**src/rtl/dotp_sched.sv**
```systemverilog
// Sequencer for the two-lane multiply-add pipeline: accepts N operand beats,
// tracks in-flight beats with a latency-matched tag shift and sums tagged outputs.
`default_nettype none

module dotp_sched #(
  parameter int LEN_W    = 5,
  parameter int PIPE_LAT = 2
) (
  input  logic             clk,
  input  logic             rst_n,
  input  logic             start,
  input  logic [LEN_W-1:0] len,
  input  logic             in_valid,
  output logic             in_ready,
  input  logic [31:0]      in_a1,
  input  logic [31:0]      in_b1,
  input  logic [31:0]      in_a2,
  input  logic [31:0]      in_b2,
  output logic [31:0]      pipe_a1,
  output logic [31:0]      pipe_b1,
  output logic [31:0]      pipe_a2,
  output logic [31:0]      pipe_b2,
  input  logic [31:0]      pipe_c,
  output logic             busy,
  output logic             done,
  output logic [31:0]      result
);

  typedef enum logic [1:0] {
    IDLE  = 2'd0,
    FEED  = 2'd1,
    DRAIN = 2'd2
  } state_e;

  // Every tag bit except the one leaving the shift register this cycle.
  localparam logic [PIPE_LAT-1:0] LOW_MASK = {PIPE_LAT{1'b1}} >> 1;

  // Handshake: a beat transfers on a rising edge where in_valid && in_ready;
  // in_ready depends only on state, never on in_valid.
  state_e             state_q, state_d;
  logic [LEN_W-1:0]   len_q, len_d;
  logic [LEN_W-1:0]   cnt_q, cnt_d;
  logic [LEN_W-1:0]   cnt_inc;
  logic [PIPE_LAT-1:0] tag_q, tag_d;
  logic [31:0]        acc_q, acc_d;
  logic [31:0]        result_q, result_d;
  logic               done_q, done_d;
  logic               accept;
  logic               tag_out;
  logic               last_in_flight;

  assign in_ready       = (state_q == FEED);
  assign accept         = in_valid && in_ready;
  assign tag_out        = tag_q[PIPE_LAT-1];
  assign last_in_flight = tag_out && ((tag_q & LOW_MASK) == '0);
  assign cnt_inc        = cnt_q + 1'b1;

  // Idle lanes are driven to zero; their outputs carry no tag and are never summed.
  assign pipe_a1 = accept ? in_a1 : '0;
  assign pipe_b1 = accept ? in_b1 : '0;
  assign pipe_a2 = accept ? in_a2 : '0;
  assign pipe_b2 = accept ? in_b2 : '0;

  assign busy   = (state_q != IDLE);
  assign done   = done_q;
  assign result = result_q;

  always_comb begin
    state_d  = state_q;
    len_d    = len_q;
    cnt_d    = cnt_q;
    acc_d    = acc_q;
    result_d = result_q;
    done_d   = 1'b0;
    tag_d    = tag_q << 1;
    tag_d[0] = accept;

    if (tag_out) begin
      acc_d = acc_q + pipe_c;
    end

    case (state_q)
      IDLE: begin
        if (start) begin
          if (len != '0) begin
            len_d   = len;
            acc_d   = '0;
            cnt_d   = '0;
            state_d = FEED;
          end else begin
            result_d = '0;
            done_d   = 1'b1;
          end
        end
      end
      FEED: begin
        if (accept) begin
          cnt_d = cnt_inc;
          if (cnt_inc == len_q) begin
            state_d = DRAIN;
          end
        end
      end
      DRAIN: begin
        // No new tags enter here, so the lone tag at the output is the final beat.
        if (last_in_flight) begin
          result_d = acc_q + pipe_c;
          done_d   = 1'b1;
          state_d  = IDLE;
        end
      end
      default: state_d = IDLE;
    endcase
  end

  always_ff @(posedge clk) begin
    if (!rst_n) begin
      state_q  <= IDLE;
      len_q    <= '0;
      cnt_q    <= '0;
      tag_q    <= '0;
      acc_q    <= '0;
      result_q <= '0;
      done_q   <= 1'b0;
    end else begin
      state_q  <= state_d;
      len_q    <= len_d;
      cnt_q    <= cnt_d;
      tag_q    <= tag_d;
      acc_q    <= acc_d;
      result_q <= result_d;
      done_q   <= done_d;
    end
  end

endmodule

`default_nettype wire

```
**config.mk**
```make
export PLATFORM = sky130hd
export DESIGN_NAME = dotp_sched
export DESIGN_NICKNAME = d
export VERILOG_FILES = /design/src/rtl/dotp_sched.sv
export SDC_FILE = /design/constraint.sdc
export NUM_CORES = 1
export LEC_CHECK = 0
export CAP_MARGIN = 30
export CORE_AREA = 2 2 130 132
export DETAILED_ROUTE_END_ITERATION = 8
export DIE_AREA = 0 0 132 134
export PLACE_DENSITY = 0.76
export SLEW_MARGIN = 20
export SYNTH_ARGS = -nofsm -noshare
export SYNTH_HDL_FRONTEND = slang
export SYNTH_SLANG_ARGS = --single-unit
```
**constraint.sdc**
```tcl
create_clock -name clk -period 3.5 [get_ports clk]
set_input_delay 0.875 -clock clk [delete_from_list [all_inputs] [get_ports clk]]
set_output_delay 0.875 -clock clk [all_outputs]
set_load 0.01 [all_outputs]
```
==> metrics.yaml <==
run_status:
  status: "completed"
cts:
  cts_tree: "done"
  worstSkewPairLatency_ns: 0.35
  cts_buffers: 9
  path_clk_slew_ns: 0.07
  ctsLongestPathBuffers: 2
  clockRootBuffer: "clkbuf_16"
  postCtsSetupBuffers: 0
  clock_sinks: 79
  cts_hold_buffers: 0
  h-tree-depth: 3
global_route:
  grt_first_pass_wirelength_um: 40000
  antenna_found_initial: 2
  grt_pass1_vias: 6578
  grt-ovfl-total: 0
  grt_use_total_pct: 30.1
  grt_start_max_net_pins: 65
yosys:
  synth_edf_count: 0
  ys_seq_elements: 79
  synth.avg_cell_area_um2: 7.91
  synth_area_um2: 5850
  syn_inst: 739
  ys.flop_type: "dfxtp_1"
  synth_cell_types: 65
  yosysWarnings: 0
  ys_seq_area_share_pct: 27.1
  syn-num-nets: 941
  ys_async_sr_fraction_pct: 0
pwr:
  power_frac_clock_pct: 40.1
  p_switching_uw: 725
  seq_power_share_pct: 33.5
  combPwrFrac_pct: 26.3
  power_density_nw_per_um2: 278
  swShare_pct: 26.5
  p_leak_uw: 0.00432
  ir_drop_mv: 0.203
  p_int_uw: 2020
route:
  antenna_left: 0
  dr.pass1.iters: 5
  wire_per_inst_um: 21.5
  drcViolationCount: 0
  vias_per_cell: 5.39
  vias: 6919
  initialDrtViolationCount: 606
  wirelength_um: 27600
worst_setup_path:
  cp_slowest_cell: "clkdlybuf4s50_1"
  worst-setup-path-type: "flip-flop to output port"
  cp_top_family: "buffers and inverters"
  endpoint_kind: "output port"
  path_buf_inv: 3
  crit_chain: "nand2b_1, clkinv_2, buf_4, and3_1, clkdlybuf4s50_1"
  cp.arrival_ns: 2.44
  required_ns: 2.62
  crit_fanout: 23
  slowest_delay_ns: 0.59
  startpoint_type: "flip-flop"
timing:
  relSlewSlack_pct: 48.8
  rsz0062_at_grt: "no"
  period_needed_ns: 3.31
  max_freq_ghz: 0.302
  skew_ns: 0.0117
  period_share_pct: 94.6
  maxSlewViolCount: 0
  finalSetupViolations: 0
  worstMarginPinSlew_ns: 0.769
  hold_viol_final: 0
cells_and_area:
  final_area_um2: 9870
  layout.nets: 1259
  fin_util_pct: 60.6
  drive_gt1_share_pct: 7.16
  layout_common_cells: "clkdlybuf4s50_1 (330), and3_1 (134), dfxtp_1 (78)"
  synthToLayoutAreaGrowth_pct: 68.9
  final_common_cell: "clkdlybuf4s50_1"
place:
  hpwl_um: 22600
  globalplace.congestion: 0.970
  io_buffers: 331
  placed_area_um2: 9520
die:
  core.rowCount: 47
  dieArea_um2: 17700
  start_util_pct: 35.9
  coreArea_um2: 16300
  dieHeight_um: 134
  die_w_um: 132
  io_pins: 332
job:
  maxCapViolations: 0
worst_hold_path:
  hold_class: "flip-flop to flip-flop"
==> path summary, 6_finish.rpt <==
check / to / cells past startpoint / slack, ns / startpoint
worst max register to register: acc_q[26] / 10 / 0.94 / acc_q[0]
worst max-delay path: pipe_b2[23] / 5 / 0.19 / state_q[0]
worst min register to register: result[21] / 2 / 0.44 / result[21]
worst min-delay path: result[21] / 2 / 0.44 / result[21]
==> power groups by stage <==
stage	Clock [uW]	Sequential, uW	Combinational (uW)
after floorplan	0	936	284
after global placement	0	938	704
after detailed placement	0	938	708
after CTS	1110	919	714
after global routing	1150	920	768
final	1100	919	722
==> worst register-to-register path, delay by kind of cell (launching register included) <==
| family | cells | cell delay [ns] |
|---|---|---|
| compound gates | 6 | 1.13 |
| simple gates | 2 | 0.62 |
| fa+ha+maj | 2 | 0.43 |
| flops | 1 | 0.33 |
==> cell type report <==
class                   instances  area (um^2)
fillers                      1429         6410
multi-input cells             586         3970
repair buffers                371         3660
flip-flops and latches         79         1580
well taps                     220          275
clock buffers                  11          243
clock inverters                 5          105
inverters                      10         38.8
diodes                          2         5.00
==> logic make-up after synthesis <==
logic type                 Yosys count  share of synthesized area [%]
muxes                               29                           5.03
xor gates and xnor gates            32                           4.79
adders and majority gates           33                           7.19
AOI/OAI and AO/OA                  169                           19.9
buffers and inverters               74                           5.18
DFF                                 79                           27.1
and+or+nand+nor                    323                           30.9
==> metal layers <==
layer	up-vias	share of wire (%)	wire [um]	global-route usage, %
li1	3309	-	-	-
met1	3222	41	11300	38.0
met2	352	43	11900	45.6
met3	36	13	3630	13.4
met4	0	2.7	755	10.3
met5	-	0	0	0
==> what timing repair did <==
action / in CTS / in global routing
hold endpoints to repair: 0 / 0
resized for setup: 0 / 2
endpoints found under the setup margin: 0 / 3
==> sequential cells by signal (all words and copies together), names as in the netlist <==
register  flops
tag_q         2
cnt_q         5
done          1
result       32
len_q         5
acc_q        32
state_q       2
==> synth_stat cells, types with 10 or more instances <==
| cell type | number | share of area, % |
|---|---|---|
| nor2_1 | 44 | 2.8 |
| a22oi_1 | 18 | 2.3 |
| mux2i_1 | 26 | 4.5 |
| o21ai_0 | 19 | 1.6 |
| nand3b_1 | 10 | 1.3 |
| a21o_1 | 15 | 1.9 |
| clkbuf_1 | 54 | 3.5 |
| dfxtp_1 | 79 | 27 |
| o21ai_1 | 15 | 1.3 |
| nand2_1 | 49 | 3.1 |
| xnor2_1 | 21 | 3.1 |
| ha_1 | 32 | 6.8 |
| and3_1 | 134 | 14 |
| and2_1 | 10 | 1.1 |
| xor2_1 | 11 | 1.6 |
| nor2b_1 | 20 | 2.1 |
| inv_1 | 10 | 0.64 |
| a21oi_1 | 42 | 3.6 |
| nand3_1 | 21 | 1.8 |
==> per-stage QoR <==
stage	hold WS [ns]	instances	setup TNS [ns]	power [uW]	setup WS [ns]
6_report	0.442	1284	0	2740	0.189
5_1_grt	0.455	1284	0	2840	0.0647
4_1_cts	0.446	1282	0	2740	0.178
3_5_place_dp	0.438	1266	-0.140	1650	-0.0797
3_3_place_gp	0.434	1266	-0.000937	1640	-0.000937
2_1_floorplan	0.430	739	0	1220	0.493
(Power assumes the default switching activity.)
